### config.mk
export PLATFORM = sky130hd
export DESIGN_NAME = next_line_prefetcher_flat
export DESIGN_NICKNAME = d
export VERILOG_FILES = /design/src/rtl/pf_types_pkg.sv /design/src/rtl/next_line_prefetcher_if.sv /design/src/rtl/next_line_prefetcher_sat_counter.sv /design/src/rtl/next_line_prefetcher.sv /design/src/flat_wrapper.sv
export SDC_FILE = /design/constraint.sdc
export NUM_CORES = 1
export LEC_CHECK = 0
export CAP_MARGIN = 0
export CORE_AREA = 2 2 256 258
export DETAILED_ROUTE_END_ITERATION = 10
export DIE_AREA = 0 0 258 260
export DONT_BUFFER_PORTS = 1
export HOLD_SLACK_MARGIN = 0.06
export PLACE_DENSITY = 0.34
export SETUP_SLACK_MARGIN = 0.02
export SYNTH_ARGS = -nofsm -noshare
export SYNTH_HDL_FRONTEND = slang
export SYNTH_SLANG_ARGS = --single-unit
### constraint.sdc
create_clock -name clk -period 3.1 [get_ports clk]
set_input_delay 0.93 -clock clk [delete_from_list [all_inputs] [get_ports clk]]
set_output_delay 0.93 -clock clk [all_outputs]
set_load 0.005 [all_outputs]
### src/rtl/pf_types_pkg.sv
// Shared types and helpers for the next-line prefetcher.
//   - Default widths for address, line offset, line data and counters.
//   - Prefetcher state encoding.
//   - next_line_addr(): line-aligned address of the following cacheline,
//     with the carry-out of the line-number increment in the top bit.
package pf_types_pkg;

  localparam int PF_ADDR_W   = 32;
  localparam int PF_OFFSET_W = 5;
  localparam int PF_LINE_W   = 256;
  localparam int PF_CNT_W    = 16;

  typedef enum logic [2:0] {
    IDLE,
    ARM,
    ARM_DROP,
    FETCH,
    CHECK,
    READY
  } pf_state_e;

  // Result bit PF_ADDR_W is set when the miss sits in the top line of memory,
  // i.e. there is no next line to fetch.
  function automatic logic [PF_ADDR_W:0] next_line_addr(input logic [PF_ADDR_W-1:0] addr);
    logic [PF_ADDR_W-PF_OFFSET_W:0] line_sum;
    line_sum = {1'b0, addr[PF_ADDR_W-1:PF_OFFSET_W]}
             + {{(PF_ADDR_W-PF_OFFSET_W){1'b0}}, 1'b1};
    return {line_sum, {PF_OFFSET_W{1'b0}}};
  endfunction

endpackage

### src/rtl/next_line_prefetcher_if.sv
// Prefetcher read port towards the physical-memory arbiter.
//   pf_pmem_read  : read request, held until pf_pmem_resp
//   pf_pmem_addr  : line-aligned request address
//   pf_pmem_resp  : read complete, pf_pmem_rdata valid this cycle
//   pf_pmem_rdata : returned cacheline
// master = prefetcher, slave = arbiter.
interface next_line_prefetcher_if
  import pf_types_pkg::*;
#(
  parameter int ADDR_W = PF_ADDR_W,
  parameter int LINE_W = PF_LINE_W
);

  logic              pf_pmem_read;
  logic [ADDR_W-1:0] pf_pmem_addr;
  logic              pf_pmem_resp;
  logic [LINE_W-1:0] pf_pmem_rdata;

  modport master (
    output pf_pmem_read,
    output pf_pmem_addr,
    input  pf_pmem_resp,
    input  pf_pmem_rdata
  );

  modport slave (
    input  pf_pmem_read,
    input  pf_pmem_addr,
    output pf_pmem_resp,
    output pf_pmem_rdata
  );

endinterface

### src/rtl/next_line_prefetcher_sat_counter.sv
// Saturating event counter used for the prefetcher performance counters.
//   clk   : clock
//   rst   : asynchronous active-low reset, clears the count
//   inc   : count one event this cycle
//   count : current value, sticks at all-ones
module sat_counter
  import pf_types_pkg::*;
#(
  parameter int CNT_W = PF_CNT_W
) (
  input  logic             clk,
  input  logic             rst,
  input  logic             inc,
  output logic [CNT_W-1:0] count
);

  // Stop at all-ones so a long run never wraps back to a small value.
  always_ff @(posedge clk or negedge rst) begin
    if (!rst) begin
      count <= '0;
    end else if (inc && (count != {CNT_W{1'b1}})) begin
      count <= count + {{(CNT_W-1){1'b0}}, 1'b1};
    end
  end

endmodule

### src/rtl/next_line_prefetcher.sv
// Next-line prefetcher: responder side of the cache controller's prefetch
// handshake. On a demand fill it captures the miss address, fetches the
// following cacheline through its own arbiter port once the demand fill has
// finished, and offers the line to the cache until the controller installs it.
//   clk, rst       : clock, asynchronous active-low reset
//   prefetch_start : controller in demand-fill state (level)
//   miss_addr      : demand miss address, valid with prefetch_start
//   pf_present     : cache lookup of pf_addr hits (sampled in CHECK)
//   prefetch_ack   : controller installed the buffered line
//   pmem           : read port to the pmem arbiter
//   prefetch_ready : buffered line valid for install
//   pf_addr        : line-aligned address of the pending/buffered line
//   pf_line        : buffered line data
//   pf_issued      : saturating count of completed prefetch reads
//   pf_dropped     : saturating count of suppressed/discarded prefetches
module next_line_prefetcher
  import pf_types_pkg::*;
#(
  parameter int ADDR_W   = PF_ADDR_W,
  parameter int OFFSET_W = PF_OFFSET_W,
  parameter int LINE_W   = PF_LINE_W,
  parameter int CNT_W    = PF_CNT_W
) (
  input  logic                 clk,
  input  logic                 rst,
  input  logic                 prefetch_start,
  input  logic [ADDR_W-1:0]    miss_addr,
  input  logic                 pf_present,
  input  logic                 prefetch_ack,
  next_line_prefetcher_if.master pmem,
  output logic                 prefetch_ready,
  output logic [ADDR_W-1:0]    pf_addr,
  output logic [LINE_W-1:0]    pf_line,
  output logic [CNT_W-1:0]     pf_issued,
  output logic [CNT_W-1:0]     pf_dropped
);

  pf_state_e         state_q, state_d;
  logic [ADDR_W-1:0] pf_addr_q;
  logic [LINE_W-1:0] pf_line_q;
  logic [ADDR_W-1:0] last_addr_q;
  logic              last_valid_q;

  logic [ADDR_W:0]   nxt_full;
  logic [ADDR_W-1:0] nxt_addr;
  logic              nxt_carry;
  logic              load_addr;
  logic              load_line;
  logic              issued_inc;
  logic              dropped_inc;
  logic              fetch_active;

  assign nxt_full  = next_line_addr(miss_addr);
  assign nxt_addr  = nxt_full[ADDR_W-1:0];
  assign nxt_carry = nxt_full[ADDR_W];

  // State register plus the captured address/line and the duplicate filter.
  // last_addr remembers the most recently fetched line so a second miss in
  // the same line does not fetch the same next line twice.
  always_ff @(posedge clk or negedge rst) begin
    if (!rst) begin
      state_q      <= IDLE;
      pf_addr_q    <= '0;
      pf_line_q    <= '0;
      last_addr_q  <= '0;
      last_valid_q <= 1'b0;
    end else begin
      state_q <= state_d;
      if (load_addr) begin
        pf_addr_q <= nxt_addr;
      end
      if (load_line) begin
        pf_line_q    <= pmem.pf_pmem_rdata;
        last_addr_q  <= pf_addr_q;
        last_valid_q <= 1'b1;
      end
    end
  end

  // Next-state and output decode. The fetch waits in ARM until the demand
  // fill drops so demand traffic owns the arbiter first. prefetch_start while
  // busy, acks outside READY and responses outside FETCH fall through to the
  // defaults and are therefore ignored.
  always_comb begin
    state_d        = state_q;
    load_addr      = 1'b0;
    load_line      = 1'b0;
    issued_inc     = 1'b0;
    dropped_inc    = 1'b0;
    fetch_active   = 1'b0;
    prefetch_ready = 1'b0;
    unique case (state_q)
      IDLE: begin
        if (prefetch_start) begin
          if (nxt_carry || (last_valid_q && (nxt_addr == last_addr_q))) begin
            dropped_inc = 1'b1;
            state_d     = ARM_DROP;
          end else begin
            load_addr = 1'b1;
            state_d   = ARM;
          end
        end
      end
      ARM: begin
        if (!prefetch_start) begin
          state_d = FETCH;
        end
      end
      ARM_DROP: begin
        if (!prefetch_start) begin
          state_d = IDLE;
        end
      end
      FETCH: begin
        fetch_active = 1'b1;
        if (pmem.pf_pmem_resp) begin
          load_line  = 1'b1;
          issued_inc = 1'b1;
          state_d    = CHECK;
        end
      end
      CHECK: begin
        if (pf_present) begin
          dropped_inc = 1'b1;
          state_d     = IDLE;
        end else begin
          state_d = READY;
        end
      end
      READY: begin
        prefetch_ready = 1'b1;
        if (prefetch_ack) begin
          state_d = IDLE;
        end
      end
      default: begin
        state_d = IDLE;
      end
    endcase
  end

  assign pmem.pf_pmem_read = fetch_active;
  assign pmem.pf_pmem_addr = {pf_addr_q[ADDR_W-1:OFFSET_W], {OFFSET_W{1'b0}}};
  assign pf_addr           = pf_addr_q;
  assign pf_line           = pf_line_q;

  sat_counter #(.CNT_W(CNT_W)) u_issued_cnt (
    .clk   (clk),
    .rst   (rst),
    .inc   (issued_inc),
    .count (pf_issued)
  );

  sat_counter #(.CNT_W(CNT_W)) u_dropped_cnt (
    .clk   (clk),
    .rst   (rst),
    .inc   (dropped_inc),
    .count (pf_dropped)
  );

endmodule

### src/flat_wrapper.sv
// flat-port wrapper written by rule: the top's interface ports become plain ports
module next_line_prefetcher_flat import pf_types_pkg::*;
#(
  parameter int ADDR_W   = PF_ADDR_W,
  parameter int OFFSET_W = PF_OFFSET_W,
  parameter int LINE_W   = PF_LINE_W,
  parameter int CNT_W    = PF_CNT_W
)
  (clk, rst, prefetch_start, miss_addr, pf_present, prefetch_ack, prefetch_ready, pf_addr, pf_line, pf_issued, pf_dropped, pmem_pf_pmem_read, pmem_pf_pmem_addr, pmem_pf_pmem_resp, pmem_pf_pmem_rdata);
  next_line_prefetcher_if #(.ADDR_W(ADDR_W), .LINE_W(LINE_W)) pmem_i ();
  input  logic clk;
  input  logic rst;
  input  logic prefetch_start;
  input  logic [ADDR_W-1:0] miss_addr;
  input  logic pf_present;
  input  logic prefetch_ack;
  output logic prefetch_ready;
  output logic [ADDR_W-1:0] pf_addr;
  output logic [LINE_W-1:0] pf_line;
  output logic [CNT_W-1:0] pf_issued;
  output logic [CNT_W-1:0] pf_dropped;
  output wire logic [$bits(pmem_i.pf_pmem_read)-1:0] pmem_pf_pmem_read;
  output wire logic [$bits(pmem_i.pf_pmem_addr)-1:0] pmem_pf_pmem_addr;
  input wire logic [$bits(pmem_i.pf_pmem_resp)-1:0] pmem_pf_pmem_resp;
  input wire logic [$bits(pmem_i.pf_pmem_rdata)-1:0] pmem_pf_pmem_rdata;
  assign pmem_pf_pmem_read = pmem_i.pf_pmem_read;
  assign pmem_pf_pmem_addr = pmem_i.pf_pmem_addr;
  assign pmem_i.pf_pmem_resp = pmem_pf_pmem_resp;
  assign pmem_i.pf_pmem_rdata = pmem_pf_pmem_rdata;
  next_line_prefetcher #(.ADDR_W(ADDR_W), .OFFSET_W(OFFSET_W), .LINE_W(LINE_W), .CNT_W(CNT_W)) u_core (.clk(clk), .rst(rst), .prefetch_start(prefetch_start), .miss_addr(miss_addr), .pf_present(pf_present), .prefetch_ack(prefetch_ack), .pmem(pmem_i), .prefetch_ready(prefetch_ready), .pf_addr(pf_addr), .pf_line(pf_line), .pf_issued(pf_issued), .pf_dropped(pf_dropped));
endmodule
Yosys cells after proc, flatten, opt, wreduce, memory -nomap -nowiden --
Index checks and enable logic that the tools add are counted.
Word-level totals: input bits 294, register bits 346, output and inout bits 354, logic and storage cells 48
Operators by class: muxes and demuxes 19, $add $sub $neg 3, reductions and logical operators 6, equal/unequal tests 13
Operator list (number):
- 16-bit by 1-bit adder with 16-bit output (second input constant) | 2
- 16-bit != test (second input constant) | 2
- 27-bit by 1-bit adder with 28-bit output (second input constant) | 1
- 27-bit == test | 1
- 3-bit 2-to-1 mux | 6
- 3-bit case mux with 6 select lines | 1
- 1-bit 2-to-1 mux | 10
- 2-bit != test (second input constant) | 5
- 3-bit by 2-bit == test with 1-bit output (second input constant) | 2
- 3-bit == test (second input constant) | 2
- 5-bit AND reduction | 1
- 3-bit by 1-bit == test with 1-bit output (second input constant) | 1
- 1-bit logical AND | 3
- 3-bit logical NOT | 1
- 2-bit 2-to-1 mux | 1
- 1-bit case mux with 2 select lines | 1
- 1-bit logical OR | 1

Longest topological paths before layout --
depth in word-level cells 8, gate-level depth with buffers 13, gate-level depth less buffers 10

Modules after synthesis --
Synthesis repeated with hierarchy kept, for this count alone.
Unflattened totals: cells, all modules 1632, area, all modules 15129.5 um2
By module, submodules not included:
- next_line_prefetcher | times used 1, cells an instance 1488, area each 13410.4 um2, seq. area each 7857.5 um2
- sat_counter | times used 2, cells an instance 72, area each 859.6 um2, seq. area each 400.4 um2

Least setup slack after synthesis --
OpenSTA, ideal clock, no wires.
path type input to register, start point input miss_addr[17], end point register u_core.pf_addr_q[12] (netlist: u_core.pf_addr[12]), setup time 0.125 ns, stages on the path 12, arrival 3.570 ns, slack -0.595 ns, path buffers 3, data required time 2.975 ns, cell sequence clkbuf_1 > nand3_1 > nor2_1 > nand3_1 > xnor2_1 > or4_1 > nor4_4 > a32oi_1 > nor2b_4 > buf_6 > buf_6 > mux2_4
Between the ends: word-level cells in the longest chain between the ends 7
RTL lines:
- start: declaration | line flat_wrapper.sv:14 | input logic [ADDR_W-1:0] miss_addr;
- 27-bit by 1-bit adder with 28-bit output (*) | line pf_types_pkg.sv:27 | + {{(PF_ADDR_W-PF_OFFSET_W){1'b0}}, 1'b1};
- 27-bit == test | line next_line_prefetcher.sv:95 | if (nxt_carry || (last_valid_q && (nxt_addr == last_addr_q))) begin
- 1-bit logical AND | line next_line_prefetcher.sv:95
- 1-bit logical OR (*) | line next_line_prefetcher.sv:95
- 1-bit 2-to-1 mux (*) | line next_line_prefetcher.sv:95
- 1-bit 2-to-1 mux (*) | line next_line_prefetcher.sv:94 | if (prefetch_start) begin
- 1-bit 2-to-1 mux (*) | line next_line_prefetcher.sv:92 | unique case (state_q)
- end signal: assignment | line next_line_prefetcher.sv:70 | pf_addr_q <= nxt_addr;
- end: declaration | line next_line_prefetcher.sv:39 | logic [ADDR_W-1:0] pf_addr_q;
Mark *: on every way between the ends. The rest lies on a longest branch, timed or not. A chain may end at the register's enable or synchronous reset.

Final worst setup path --
start point input miss_addr[5], end point register u_core.u_dropped_cnt.count[12]
Between the ends: word-level cells in the longest chain between the ends 8
RTL lines:
- 27-bit by 1-bit adder with 28-bit output (*) | line pf_types_pkg.sv:27
- 27-bit == test | line next_line_prefetcher.sv:95
- 1-bit logical AND | line next_line_prefetcher.sv:95
- 1-bit logical OR (*) | line next_line_prefetcher.sv:95
- 1-bit 2-to-1 mux (*) | line next_line_prefetcher.sv:95
- 1-bit 2-to-1 mux (*) | line next_line_prefetcher.sv:94
- 1-bit case mux with 2 select lines (*) | line next_line_prefetcher.sv:92
- 1-bit logical AND (*) | line next_line_prefetcher_sat_counter.sv:21 | end else if (inc && (count != {CNT_W{1'b1}})) begin
- end signal: assignment | line next_line_prefetcher_sat_counter.sv:22 | count <= count + {{(CNT_W-1){1'b0}}, 1'b1};
- end: declaration | line next_line_prefetcher_sat_counter.sv:14 | output logic [CNT_W-1:0] count
Marks and branches as above.

==> results.sh <==
export IMPL_layout_nets=1413
export IMPL_totalWireLength_mm=47.81
export IMPL_core_mm2=0.06412
export IMPL_status="complete, no violations"
export IMPL_htree_levels=2
export IMPL_fin_tns_setup_ns=0
export IMPL_cts_buffers=43
export IMPL_end_kind="flop"
export IMPL_vias=8747
export IMPL_cp_required_ns=3.54
export IMPL_cp_data_arrival_time_ns=3.41
export IMPL_die_area_mm2=0.06708
export IMPL_maxCapViolCount=0
export IMPL_grt_max_degree=347
export IMPL_synth_edf_count=0
export IMPL_max_stage_delay_ns=0.57
export IMPL_tritoncts="built"
export IMPL_track_usage_pct=13.68
export IMPL_worst_setup_path_start_kind="primary input"
export IMPL_initial_core_util_pct=23.31
export IMPL_clk_pin_slew_ns=0.05
export IMPL_timing_hold_ws_ns=0.07456
export IMPL_wl_per_cell_um=23.82
export IMPL_ant_nets=0
export IMPL_worst_pin_slew_ns=0.7533
export IMPL_hold_violations=0
export IMPL_die_x_um=258
export IMPL_ys_types=62
export IMPL_antenna_found_initial=20
export IMPL_syn_area_per_cell_um2=13.89
export IMPL_period_minus_slack_ns=2.973
export IMPL_peakVddDrop_mv=0.4118
export IMPL_hpwlAfterDp_mm=35.88
export IMPL_max_freq_mhz=336.4
export IMPL_die_h_um=260
export IMPL_drt_iter0_drc=371
export IMPL_place_congestion=0.7927
export IMPL_rsz0062_at_grt="no"
export IMPL_finalPower_mw=18.00
export IMPL_drc_errors=0
export IMPL_gr_total_overflow=0
export IMPL_synthCells=1076
export IMPL_slowest_stage="or4_4"
export IMPL_syn_to_final_growth_pct=18.71
export IMPL_yosysWarnings=0
export IMPL_grt_pass1_vias=9542
export IMPL_drv_slew=0
export IMPL_async_reset_ff_share_pct=100.0
export IMPL_finalSetupViolations=0
export IMPL_cts_root_buf="clkbuf_16"
export IMPL_dr_pass1_iters=4
export IMPL_skew_ns=0.02225
export IMPL_synth_seq_area_share_pct=57.93
export IMPL_hp_class="primary input to asynchronous set/reset pin"
export IMPL_std_cell_rows=93
export IMPL_period_share_pct=95.90
export IMPL_ys_ff_latch=346
export IMPL_clk_path_buf_depth=3
export IMPL_place_port_buffers=0
export IMPL_syn_cell_area_mm2=0.01495
export IMPL_power_leakage_nw=7.388
export IMPL_clk_latency_ns=0.58
export IMPL_relSlewSlack_pct=49.78
export IMPL_grt_pass1_wl_mm=68.03
export IMPL_pin_count=648
export IMPL_via_per_inst=4.358
export IMPL_powerDensity_mw_per_mm2=1014
export IMPL_cts_sinks=346
export IMPL_crit_fanout=9
export IMPL_criticalPathCategory="primary input to flop"
export IMPL_drive_gt1_share_pct=41.54
export IMPL_synth_ff_type="dfrtp_1"
export IMPL_crit_path_cell_trace="ha_4 -> nand3_4 -> buf_4 -> a311oi_1 -> a21oi_1 -> or4_4 -> nor4_4 -> a21o_1 -> buf_12 -> nand4_1 -> mux2_1"
==> synth_stat cells (3+ instances only) <==
| cell | count | area, um2 |
|---|---|---|
| mux2i_1 | 6 | 60.06 |
| clkbuf_1 | 39 | 146.4 |
| nor3b_1 | 3 | 22.52 |
| mux2_2 | 282 | 3176 |
| a311oi_1 | 3 | 26.28 |
| buf_4 | 37 | 277.8 |
| nand3_1 | 29 | 145.1 |
| dfrtp_1 | 346 | 8658 |
| nand4_1 | 22 | 137.6 |
| nor3_1 | 5 | 25.02 |
| nor2_1 | 24 | 90.09 |
| a221oi_1 | 3 | 26.28 |
| ha_1 | 3 | 37.54 |
| o21ai_0 | 10 | 50.05 |
| a2111o_1 | 3 | 33.78 |
| a211oi_1 | 3 | 22.52 |
| and4_1 | 6 | 52.55 |
| inv_1 | 14 | 52.55 |
| a21oi_1 | 8 | 40.04 |
| o211ai_1 | 3 | 22.52 |
| and3_1 | 10 | 62.56 |
| a31oi_1 | 6 | 37.54 |
| nand2_1 | 33 | 123.9 |
| xor2_1 | 16 | 140.1 |
| mux2_4 | 17 | 255.2 |
| xnor2_1 | 59 | 516.8 |
| mux2_1 | 9 | 101.4 |
| nand2b_1 | 6 | 37.54 |
| and2_1 | 4 | 25.02 |
| buf_6 | 3 | 33.78 |
| buf_2 | 11 | 55.05 |
| nor4_1 | 6 | 37.54 |
| nor2b_1 | 9 | 56.30 |
==> where the power goes <==
group          internal (mW)  switching, mW
Clock                   2.90           2.00
Sequential              6.69           2.45
Combinational           2.56           1.41
==> cells in the final DEF, fill, tap and decap left out, types with 15 or more instances in the layout <==
| master | n |
|---|---|
| nand2_1 | 28 |
| nor2_1 | 22 |
| nand4_1 | 22 |
| clkbuf_16 | 43 |
| dfrtp_1 | 346 |
| nand3_1 | 19 |
| mux2_4 | 18 |
| mux2_2 | 282 |
| clkbuf_1 | 15 |
| xnor2_1 | 59 |
| buf_4 | 70 |
==> per-layer routing <==
| layer | part of all wire [%] | GRT usage [%] | vias up |
|---|---|---|---|
| li1 | - | - | 3847 |
| met1 | 37 | 15.24 | 4413 |
| met2 | 51 | 23.55 | 384 |
| met3 | 9.4 | 5.750 | 85 |
| met4 | 2.6 | 4.544 | 18 |
| met5 | 0.22 | 0 | - |
==> logic make-up (layout without fill, tap and decap cells) <==
| family | count (synthesis) | after routing | share of synthesized area (%) |
|---|---|---|---|
| mux | 314 | 314 | 24.03 |
| xor+xnor | 75 | 75 | 4.395 |
| compound gates | 57 | 57 | 2.796 |
| fa+ha+maj | 3 | 3 | 0.2512 |
| simple gates | 175 | 175 | 6.764 |
| other cells | 1 | 16 | 0.02509 |
| buf+inv | 105 | 166 | 3.809 |
| flops | 346 | 346 | 57.93 |
==> final cells by class <==
| type | count | area (um2) |
|---|---|---|
| Fill cell | 6609 | 46370 |
| Sequential cell | 346 | 8658 |
| Multi-Input combinational cell | 634 | 5904 |
| Clock buffer | 68 | 1270 |
| Tap cell | 855 | 1070 |
| Timing Repair Buffer | 77 | 665.6 |
| Clock inverter | 7 | 107.6 |
| Inverter | 14 | 52.55 |
| Antenna cell | 6 | 15.01 |
==> state kept, by name (all words and copies together), names as in the netlist <==
name / cells
u_core.last_addr_q: 27
u_core.last_valid_q: 1
u_core.state_q: 3
u_core.u_dropped_cnt.count: 16
u_core.pf_line: 256
u_core.pf_addr: 27
u_core.u_issued_cnt.count: 16
==> through the flow <==
step	util (%)	instances	area [um2]	setup WS [ns]
floorplan	-	1085	15190	-0.3778
global placement	25.44	1924	16310	-0.5475
detailed placement	25.44	1924	16310	-0.5402
CTS	27.59	1999	17690	0.05667
global route	27.67	2005	17740	0.02616
finish	27.67	2007	17740	0.1270
==> critical path: cells and delay by family <==
| family | cells | cell delay (ns) |
|---|---|---|
| and+or+nand+nor | 4 | 1.18 |
| AOI/OAI and AO/OA | 3 | 0.48 |
| muxes | 1 | 0.33 |
| buffers and inverters | 2 | 0.32 |
| adders and majority gates | 1 | 0.14 |
==> repair_timing <==
item | CTS | global route
hold endpoints to repair | 259 | 112
setup endpoints to repair | 0 | 12
resized for setup | 0 | 5
setup buffers | 0 | 2
==> worst paths after layout <==
kind / slack [ns] / cells past startpoint / from / end
setup / recovery: 0.13 / 11 / miss_addr[5] / u_core.u_dropped_cnt.count[12]
hold / removal: 0.07 / 0 / rst / u_core.pf_line[61]
setup reg to reg: 0.22 / 10 / u_core.last_addr_q[12] / u_core.u_dropped_cnt.count[12]
hold reg to reg: 0.46 / 1 / u_core.last_valid_q / u_core.last_valid_q
max in group asynchronous: 2.56 / 0 / rst / u_core.u_dropped_cnt.count[0]
min in group clk: 0.45 / 1 / miss_addr[5] / u_core.pf_addr[5]
(Power assumes the default switching activity.)
